### src/rtl/rx_uart.sv
// UART receiver: 1 start bit, DATA_BITS data bits (LSB first), 1 stop bit, no parity.
// Bit timing comes from an external oversampling tick (TICKS ticks per bit period).
module rx_uart #(
  parameter int unsigned DATA_BITS = 8,
  parameter int unsigned TICKS     = 16
) (
  input  logic                 i_clock,
  input  logic                 i_reset,
  input  logic                 i_s_tick,
  input  logic                 i_rx,
  output logic [DATA_BITS-1:0] o_data,
  output logic                 o_rx_done_tick,
  output logic                 o_frame_error
);

  localparam int unsigned TW = (TICKS > 1) ? $clog2(TICKS) : 1;
  localparam int unsigned BW = (DATA_BITS > 1) ? $clog2(DATA_BITS) : 1;

  localparam logic [TW-1:0] HALF_LAST = TW'(TICKS / 2 - 1);
  localparam logic [TW-1:0] FULL_LAST = TW'(TICKS - 1);
  localparam logic [BW-1:0] BIT_LAST  = BW'(DATA_BITS - 1);

  typedef enum logic [1:0] {
    IDLE  = 2'd0,
    START = 2'd1,
    DATA  = 2'd2,
    STOP  = 2'd3
  } state_t;

  state_t                 state_q;
  logic [1:0]             sync_q;
  logic                   rx_s;
  logic [TW-1:0]          tick_q;
  logic [BW-1:0]          bit_q;
  logic [DATA_BITS-1:0]   shreg_q;
  logic [DATA_BITS-1:0]   shreg_d;
  logic [DATA_BITS-1:0]   data_q;
  logic                   done_q;
  logic                   ferr_q;

  // Two-flop synchronizer for the asynchronous RX pin; idles high.
  always_ff @(posedge i_clock) begin
    if (i_reset) begin
      sync_q <= 2'b11;
    end else begin
      sync_q <= {sync_q[0], i_rx};
    end
  end

  assign rx_s = sync_q[1];

  // Next shift-register value: the sampled bit enters at the MSB so the LSB ends up first-received.
  always_comb begin
    shreg_d                = shreg_q >> 1;
    shreg_d[DATA_BITS-1]   = rx_s;
  end

  // Receive FSM: start detect on any clock, everything else advances only on ticks.
  always_ff @(posedge i_clock) begin
    if (i_reset) begin
      state_q <= IDLE;
      tick_q  <= '0;
      bit_q   <= '0;
      shreg_q <= '0;
      data_q  <= '0;
      done_q  <= 1'b0;
      ferr_q  <= 1'b0;
    end else begin
      done_q <= 1'b0;
      unique case (state_q)
        IDLE: begin
          if (!rx_s) begin
            state_q <= START;
            tick_q  <= '0;
          end
        end

        START: begin
          if (i_s_tick) begin
            if (tick_q == HALF_LAST) begin
              // Mid start bit: a still-low line confirms a real start, otherwise it was a glitch.
              if (!rx_s) begin
                state_q <= DATA;
                tick_q  <= '0;
                bit_q   <= '0;
              end else begin
                state_q <= IDLE;
              end
            end else begin
              tick_q <= tick_q + TW'(1);
            end
          end
        end

        DATA: begin
          if (i_s_tick) begin
            if (tick_q == FULL_LAST) begin
              shreg_q <= shreg_d;
              tick_q  <= '0;
              if (bit_q == BIT_LAST) begin
                state_q <= STOP;
              end else begin
                bit_q <= bit_q + BW'(1);
              end
            end else begin
              tick_q <= tick_q + TW'(1);
            end
          end
        end

        STOP: begin
          if (i_s_tick) begin
            if (tick_q == FULL_LAST) begin
              // Mid stop bit: deliver the word and return to IDLE so a back-to-back start is caught.
              data_q  <= shreg_q;
              ferr_q  <= ~rx_s;
              done_q  <= 1'b1;
              state_q <= IDLE;
            end else begin
              tick_q <= tick_q + TW'(1);
            end
          end
        end

        default: begin
          state_q <= IDLE;
        end
      endcase
    end
  end

  assign o_data         = data_q;
  assign o_rx_done_tick = done_q;
  assign o_frame_error  = ferr_q;

endmodule
### config.mk
export PLATFORM = sky130hd
export DESIGN_NAME = rx_uart
export DESIGN_NICKNAME = d
export VERILOG_FILES = /design/src/rtl/rx_uart.sv
export SDC_FILE = /design/constraint.sdc
export NUM_CORES = 1
export LEC_CHECK = 0
export BUFFER_PORTS_ARGS = -buffer_cell sky130_fd_sc_hd__buf_2
export CORE_UTILIZATION = 45
export DETAILED_ROUTE_END_ITERATION = 8
export MAX_ROUTING_LAYER = met4
export PLACE_DENSITY = 0.61
export SYNTH_ARGS = -nofsm -noshare
export SYNTH_HDL_FRONTEND = slang
export SYNTH_SLANG_ARGS = --single-unit
### constraint.sdc
create_clock -name i_clock -period 1.7 [get_ports i_clock]
set_input_delay 0.51 -clock i_clock [delete_from_list [all_inputs] [get_ports i_clock]]
set_output_delay 0.51 -clock i_clock [all_outputs]
set_load 0.005 [all_outputs]
Word level (Yosys, flattened, before mapping)
Index checks and enable logic that the tools add are counted.
{ "classes": {"n_addsub": 2, "eq_ne": 17, "n_mux": 26, "bitwise_logic": 3, "reduce_logical": 8} }
{ "op_table": {"columns": ["op", "count"], "rows": [
  ["$mux W4", 7],
  ["$ne A2 B2 Y1 const B", 11],
  ["$mux W2", 9],
  ["$mux W3", 6],
  ["$pmux W4 S4", 1],
  ["$pmux W2 S4", 1],
  ["$reduce_and A8 Y1", 1],
  ["$reduce_and A7 Y1", 1],
  ["$pmux W3 S2", 1],
  ["$reduce_and A3 Y1", 2],
  ["$add A4 B1 Y4 const B", 1],
  ["$eq A2 B2 Y1 const B", 2],
  ["$eq A4 B3 Y1 const B", 1],
  ["$eq A4 B4 Y1 const B", 1],
  ["$reduce_and A4 Y1", 1],
  ["$add A3 B1 Y3 const B", 1],
  ["$eq A3 B3 Y1 const B", 1],
  ["$not A1 Y1", 3],
  ["$reduce_or A3 Y1", 1],
  ["$eq A2 B1 Y1 const B", 1],
  ["$logic_not A2 Y1", 1],
  ["$reduce_bool A2 Y1", 1],
  ["$mux W1", 1]
]} }
{ "totals": {"ff_bits": 29, "in_bits": 4, "word_cells": 64} }

Longest topological paths before layout
Gate-level depths: netlist of run 1.
{ "depth": {"ltp_word": 5, "mapped_depth": 6, "mapped_depth_nobuf": 6} }

Least setup slack after synthesis of run 1
OpenSTA, ideal clock, no wires.
{ "synth_path": {"kind": "reg2reg", "from": "reg bit_q[0]", "to": "reg bit_q[0]", "t_arrival_ns": 1.484, "setup_slack_ns": 0.146, "path_stages_with_launch": 7, "path_buffers": 0, "synth_period_minus_slack_ns": 1.554, "path_cell_list": "dfxtp_1 -> ha_1 -> ha_1 -> nor3b_2 -> o2111ai_2 -> or3_1 -> a21oi_1"} }
{ "synth_between": {"elab_chain_cells": 5, "elab_cells_between_ends": 8, "classes_between": "1 x add/sub; 2 x eq/ne; 4 x mux; 1 x reduce/logical"} }
{ "synth_rtl": {"columns": ["item", "line_no", "source"], "rows": [
  ["start, declared", "34", "logic [BW-1:0] bit_q;"],
  ["start signal, assigned", "103", "bit_q <= bit_q + BW'(1);"],
  ["$add A3 B1 Y3", "103", null],
  ["$mux W3", "100", "if (bit_q == BIT_LAST) begin"],
  ["$mux W3", "97", "if (tick_q == FULL_LAST) begin"],
  ["$mux W3", "96", "if (i_s_tick) begin"],
  ["$pmux W3 S2", "70", "unique case (state_q)"]
]} }
Parallel ways exist; a longest one is shown, timed or not. The select of a mux whose other input is x is not followed.
A chain may end at the register's enable or synchronous reset.

Worst setup path after layout of run 1
Ends and elaborated chain as after synthesis.

==> results.sh, run 1 <==
export IMPL_drive_gt1_frac=0.236
export IMPL_critPathSlowestCell="dfxtp_1"
export IMPL_first_global_vias=856
export IMPL_critPathCaptureType="flop"
export IMPL_synth_most_common_cell="dfxtp_1"
export IMPL_die_width_um=54.7
export IMPL_finClkSkew_ns=0.00922
export IMPL_drcViolationCount=0
export IMPL_status="complete, no violations"
export IMPL_clkSinkCount=29
export IMPL_rsz0062_at_grt="yes"
export IMPL_syn_cell_area_mm2=0.00125
export IMPL_syn2layout_area_growth_pct=16.7
export IMPL_cp_required_ns=1.90
export IMPL_path_max_fanout=4
export IMPL_wl_um=2430
export IMPL_max_freq_mhz=606
export IMPL_seq_area_frac_synth=0.465
export IMPL_finalSetupViolCount=0
export IMPL_root_buffer="clkbuf_4"
export IMPL_drv_slew=0
export IMPL_power_density_mw_per_mm2=786
export IMPL_cp_num_buf_inv=2
export IMPL_netlist_area_leader_share=0.465
export IMPL_core_mm2=0.00254
export IMPL_grtUsageTotal=0.192
export IMPL_finalHoldViolCount=0
export IMPL_clock_path_buffers=2
export IMPL_slowest_delay_ns=0.34
export IMPL_worst_slack_ns=0.0504
export IMPL_ys_seq_elements=29
export IMPL_post_place_ws_ns=0.0285
export IMPL_worst_slew_pin_slew_ns=0.411
export IMPL_cp_arrival_ns=1.85
export IMPL_crit_path_start_kind="flop"
export IMPL_clkTransAtPathRegs_ns=0.09
export IMPL_post_route_period_util=0.970
export IMPL_avgSynthCellArea_um2=8.79
export IMPL_synthDistinctLibCells=35
export IMPL_cts_tree="done"
export IMPL_place_hpwl_um=1660
export IMPL_grt_pass1_wl_um=3780
export IMPL_ys_warn_count=0
export IMPL_cts_buffers=5
export IMPL_final_min_clock_period_ns=1.65
export IMPL_start_util=0.491
export IMPL_grt_overflow=0
export IMPL_ios=14
export IMPL_cap_violations=0
export IMPL_synthArstFlopShare=0
export IMPL_synthTopCellsByCount="29 x dfxtp_1, 20 x nand2_1, 14 x nor2_1, 12 x a21oi_1, 8 x mux2i_1"
export IMPL_power_leakage_nw=0.546
export IMPL_vias_per_cell=5.39
export IMPL_final_core_util=0.573
export IMPL_gp_congestion=0.737
export IMPL_drt_iter0_drc=17
export IMPL_wl_per_cell_um=12.5
export IMPL_dieArea_mm2=0.00299
export IMPL_ir_drop_v=0.000791
export IMPL_antenna_found_initial=0
export IMPL_synth_edf_count=0
export IMPL_drt_pre_antenna_iters=4
export IMPL_die_y_um=54.7
export IMPL_n_antenna_cell=0
export IMPL_crit_chain="ha_1, ha_1, nor3b_2, o2111ai_2, buf_4, buf_4, nand2_1, a21oi_1"
export IMPL_htree_levels=2
export IMPL_num_vias=1051
export IMPL_maxSlewHeadroom=0.726
export IMPL_finalNetCount=172
export IMPL_grt_max_degree=20
export IMPL_rows=18
export IMPL_insertion_delay_ns=0.32
export IMPL_syn_nets=149
export IMPL_critPathKind="flop to flop"
export IMPL_postRouteAntennaNets=0
export IMPL_netlist_instances=142
export IMPL_synthFlopType="dfxtp_1"
export IMPL_io_buffers=13
export IMPL_yosysTopAreaCell="dfxtp_1"
export IMPL_critPathTopFamily="adder cells"
export IMPL_hp_class="input pin to flop"
export IMPL_synth_area_leaders="dfxtp_1 46%, mux2i_1 6.4%, nand2_1 6.0%"
[registers in the layout, summed over array words and instances (netlist names), named ones only]
| name | flops |
|---|---|
| tick_q | 4 |
| o_data | 8 |
| o_frame_error | 1 |
| state_q | 1 |
| shreg_q | 8 |
| bit_q | 3 |
| o_rx_done_tick | 1 |
| sync_q | 2 |
[power by group]
group | internal [W] | switching [W]
sequential | 0.000683 | 0.00000553
clock | 0.000195 | 0.000220
combinational | 0.0000161 | 0.0000266
total | 0.000894 | 0.000252
[layout make-up]
| type | count | area (um^2) |
|---|---|---|
| Clock buffer | 7 | 55.1 |
| Fill cell | 250 | 1090 |
| Inverter | 6 | 22.5 |
| Multi-Input combinational cell | 99 | 614 |
| Sequential cell | 29 | 581 |
| Tap cell | 30 | 37.5 |
| Timing Repair Buffer | 24 | 148 |
[routing by layer]
metal / GRT usage / routed length (um)
met1: 0.242 / 1290
met2: 0.277 / 1030
met3: 0.0750 / 89
met4: 0.0641 / 29
met5: - / 0
[through the flow]
| step | instance area (um^2) | total power [W] | std cells | setup TNS, ns | hold slack (ns) |
|---|---|---|---|---|---|
| finish | 1460 | 0.00115 | 195 | 0 | 0.374 |
| CTS | 1440 | 0.00116 | 193 | 0 | 0.349 |
| detailed placement | 1380 | 0.000747 | 186 | 0 | 0.396 |
| global placement | 1380 | 0.000747 | 186 | 0 | 0.400 |
| floorplan | 1250 | 0.000729 | 142 | 0 | 0.389 |
| global route | 1460 | 0.00120 | 195 | -0.0102 | 0.350 |
[final timing paths]
kind	startpoint	cells after the start	endpoint	slack, ns
min	i_rx	2	sync_q[0]	0.37
min reg2reg	sync_q[0]	1	sync_q[1]	0.41
max reg2reg	bit_q[0]	8	bit_q[0]	0.05
max	bit_q[0]	8	bit_q[0]	0.05
[cell families (layout without fill, tap and decap cells)]
family,count (synthesis),after routing,share of synthesized area
muxes,8,8,0.0641
AOI/OAI and AO/OA,30,30,0.158
DFF,29,29,0.465
buffers and inverters,14,37,0.0481
adders and majority gates,3,3,0.0301
xor gates and xnor gates,1,1,0.0130
and+or+nand+nor,57,57,0.221
[cells in the final DEF, fill, tap and decap left out, drive strengths merged, types with 3 or more instances in the layout]
| master | instances |
|---|---|
| inv | 6 |
| buf | 24 |
| clkbuf | 7 |
| mux2i | 8 |
| nor2 | 14 |
| nand2 | 20 |
| o21ai | 6 |
| dfxtp | 29 |
| a21oi | 12 |
| nand3 | 5 |
| ha | 3 |
[repair_timing]
item / CTS / global route
buffers inserted: 0 / 2
pin swaps: 1 / 1
resized for setup: 0 / 1
endpoints found under the hold margin: 0 / 0
gates cloned: 0 / 0
hold buffers: 0 / 0
endpoints found under the setup margin: 1 / 1
No activity file was read; power rests on OpenSTA's default activity.
==> run 2: changes to the inputs <==
Settings changed: CORE_UTILIZATION 45 to 56, PLACE_DENSITY 0.61 to 0.74.
==> run 2 against run 1 <==
  * Wire length grew 5.4%
  * Die area shrank 19%
  * Count of clock-buffer cells in the layout is the same
  * Worst setup slack gained 0.032 ns
  * Critical path type unchanged
  * Cell count shrank 2.1%
  * Critical endpoint is now bit_q[2]
  * Total power grew 15%
  * Combinational power grew 3%
  * Largest power group unchanged
  * First-iteration DRC count grew 59%
  * Register-to-register slack gained 0.03 ns
==> results.sh, run 2 (synthesis gave the netlist of run 1 again) <==
export IMPL_cp_required_ns=1.91
export IMPL_grtUsageTotal=0.237
export IMPL_cap_violations=0
export IMPL_syn2layout_area_growth_pct=18.6
export IMPL_cp_arrival_ns=1.83
export IMPL_max_freq_mhz=618
export IMPL_die_width_um=49.2
export IMPL_critPathTopFamily="adder cells"
export IMPL_ios=14
export IMPL_hold_depth=2
export IMPL_crit_chain="ha_1, ha_1, nor3b_2, o2111ai_2, buf_4, a31o_2"
export IMPL_place_hpwl_um=1670
export IMPL_worstSetupPathDepth=6
export IMPL_reg2reg_depth=6
export IMPL_p_switching_w=0.000270
export IMPL_final_min_clock_period_ns=1.62
export IMPL_rsz0062_at_grt="no"
export IMPL_htree_levels=2
export IMPL_netSwitchingFraction=0.205
export IMPL_startpoint="bit_q[0]"
export IMPL_drcViolationCount=0
export IMPL_maxSlewHeadroom=0.738
export IMPL_critPathSlowestCell="dfxtp_1"
export IMPL_rrSetupSlack_ns=0.08
export IMPL_holdBufCountCts=0
export IMPL_clkSinkCount=29
export IMPL_critPathMostFrequentCell="ha_1"
export IMPL_tns_ns=0
export IMPL_clock_path_buffers=2
export IMPL_finClkSkew_ns=0.0113
export IMPL_drt_iter0_drc=27
export IMPL_dieArea_mm2=0.00242
export IMPL_finalNetCount=170
export IMPL_die_y_um=49.2
export IMPL_final_core_util=0.733
export IMPL_drive_gt1_frac=0.238
export IMPL_clockPowerShare=0.445
export IMPL_first_global_vias=946
export IMPL_critPathCaptureType="flop"
export IMPL_root_buffer="clkbuf_4"
export IMPL_hp_class="input pin to flop"
export IMPL_cp_num_buf_inv=1
export IMPL_slowest_delay_ns=0.34
export IMPL_grt_pass1_wl_um=4110
export IMPL_n_antenna_cell=0
export IMPL_finalHoldViolCount=0
export IMPL_drv_slew=0
export IMPL_final_common_cell="dfxtp_1"
export IMPL_clkTransAtPathRegs_ns=0.10
export IMPL_crit_end="bit_q[2]"
export IMPL_wl_um=2570
export IMPL_power_share_sequential=0.522
export IMPL_core_mm2=0.00202
export IMPL_rows=16
export IMPL_ir_drop_v=0.000796
export IMPL_vias_per_cell=5.75
export IMPL_final_cell_mix="29 x dfxtp_1, 20 x nand2_1, 14 x nor2_1, 13 x buf_2, 12 x a21oi_1"
export IMPL_finalSetupViolCount=0
export IMPL_n_fill_cell=162
export IMPL_cts_buffers=5
export IMPL_start_util=0.618
export IMPL_critPathKind="flop to flop"
export IMPL_worstReg2RegStart="bit_q[0]"
export IMPL_power_leakage_nw=0.548
export IMPL_worst_slew_pin_slew_ns=0.393
export IMPL_post_route_period_util=0.951
export IMPL_status="complete, no violations"
export IMPL_path_max_fanout=4
export IMPL_num_vias=1099
export IMPL_p_int_w=0.00105
export IMPL_gp_congestion=0.931
export IMPL_rr_endpoint="bit_q[2]"
export IMPL_insertion_delay_ns=0.33
export IMPL_io_buffers=13
export IMPL_drt_pre_antenna_iters=4
export IMPL_cts_tree="done"
export IMPL_grt_max_degree=15
export IMPL_antenna_found_initial=0
export IMPL_wl_per_cell_um=13.4
export IMPL_combPwrFrac=0.033
export IMPL_grt_overflow=0
export IMPL_power_density_mw_per_mm2=892
export IMPL_postRouteAntennaNets=0
export IMPL_crit_path_start_kind="flop"
run 2: what timing repair did:
action                                 CTS  global route
resized for setup                        0             3
endpoints found under the hold margin    0             0
buffers inserted                         0             1
setup endpoints to repair                0             9
run 2: final cells by class:
class                      instances  area, um^2  share of cell area
clock buffer                       7        55.1              0.0372
clock inverter                     1        30.0              0.0203
sequential                        29         581               0.392
multi-input combinational         99         627               0.423
timing repair buffer              22         133              0.0895
inverter                           6        22.5              0.0152
tap                               27        33.8              0.0228
run 2: worst min-delay path by stage:
| stage | end | slack, ns | startpoint |
|---|---|---|---|
| floorplan | sync_q[1] | 0.39 | sync_q[0] |
| finish | sync_q[0] | 0.37 | i_rx |
| detailed placement | sync_q[1] | 0.39 | sync_q[0] |
| global placement | sync_q[1] | 0.40 | sync_q[0] |
| global route | sync_q[0] | 0.35 | i_rx |
| CTS | sync_q[0] | 0.36 | i_rx |
run 2: stage by stage:
| step | area, um^2 | worst slack, ns | hold WS [ns] | std cells | total power [W] |
|---|---|---|---|---|---|
| final | 1480 | 0.0825 | 0.373 | 191 | 0.00132 |
| after floorplan | 1250 | 0.146 | 0.389 | 142 | 0.000729 |
| after global routing | 1480 | 0.0129 | 0.348 | 191 | 0.00138 |
| after global placement | 1370 | 0.109 | 0.398 | 182 | 0.000746 |
| after CTS | 1460 | 0.0157 | 0.360 | 190 | 0.00133 |
| after detailed placement | 1370 | 0.0384 | 0.394 | 182 | 0.000747 |
run 2: metal layers:
| metal | up-vias | track usage | share of wire |
|---|---|---|---|
| li1 | 537 | - | - |
| met5 | - | - | 0 |
| met4 | 0 | 0.103 | 0.023 |
| met3 | 6 | 0.0935 | 0.067 |
| met2 | 43 | 0.349 | 0.45 |
| met1 | 513 | 0.285 | 0.46 |
run 2: power groups by stage:
stage | clock network (W) | registers, W | logic (W)
3_5_place_dp | 0 | 0.000704 | 0.0000423
6_report | 0.000588 | 0.000689 | 0.0000439
3_3_place_gp | 0 | 0.000704 | 0.0000417
5_1_grt | 0.000637 | 0.000691 | 0.0000486
2_1_floorplan | 0 | 0.000702 | 0.0000271
4_1_cts | 0.000602 | 0.000689 | 0.0000428
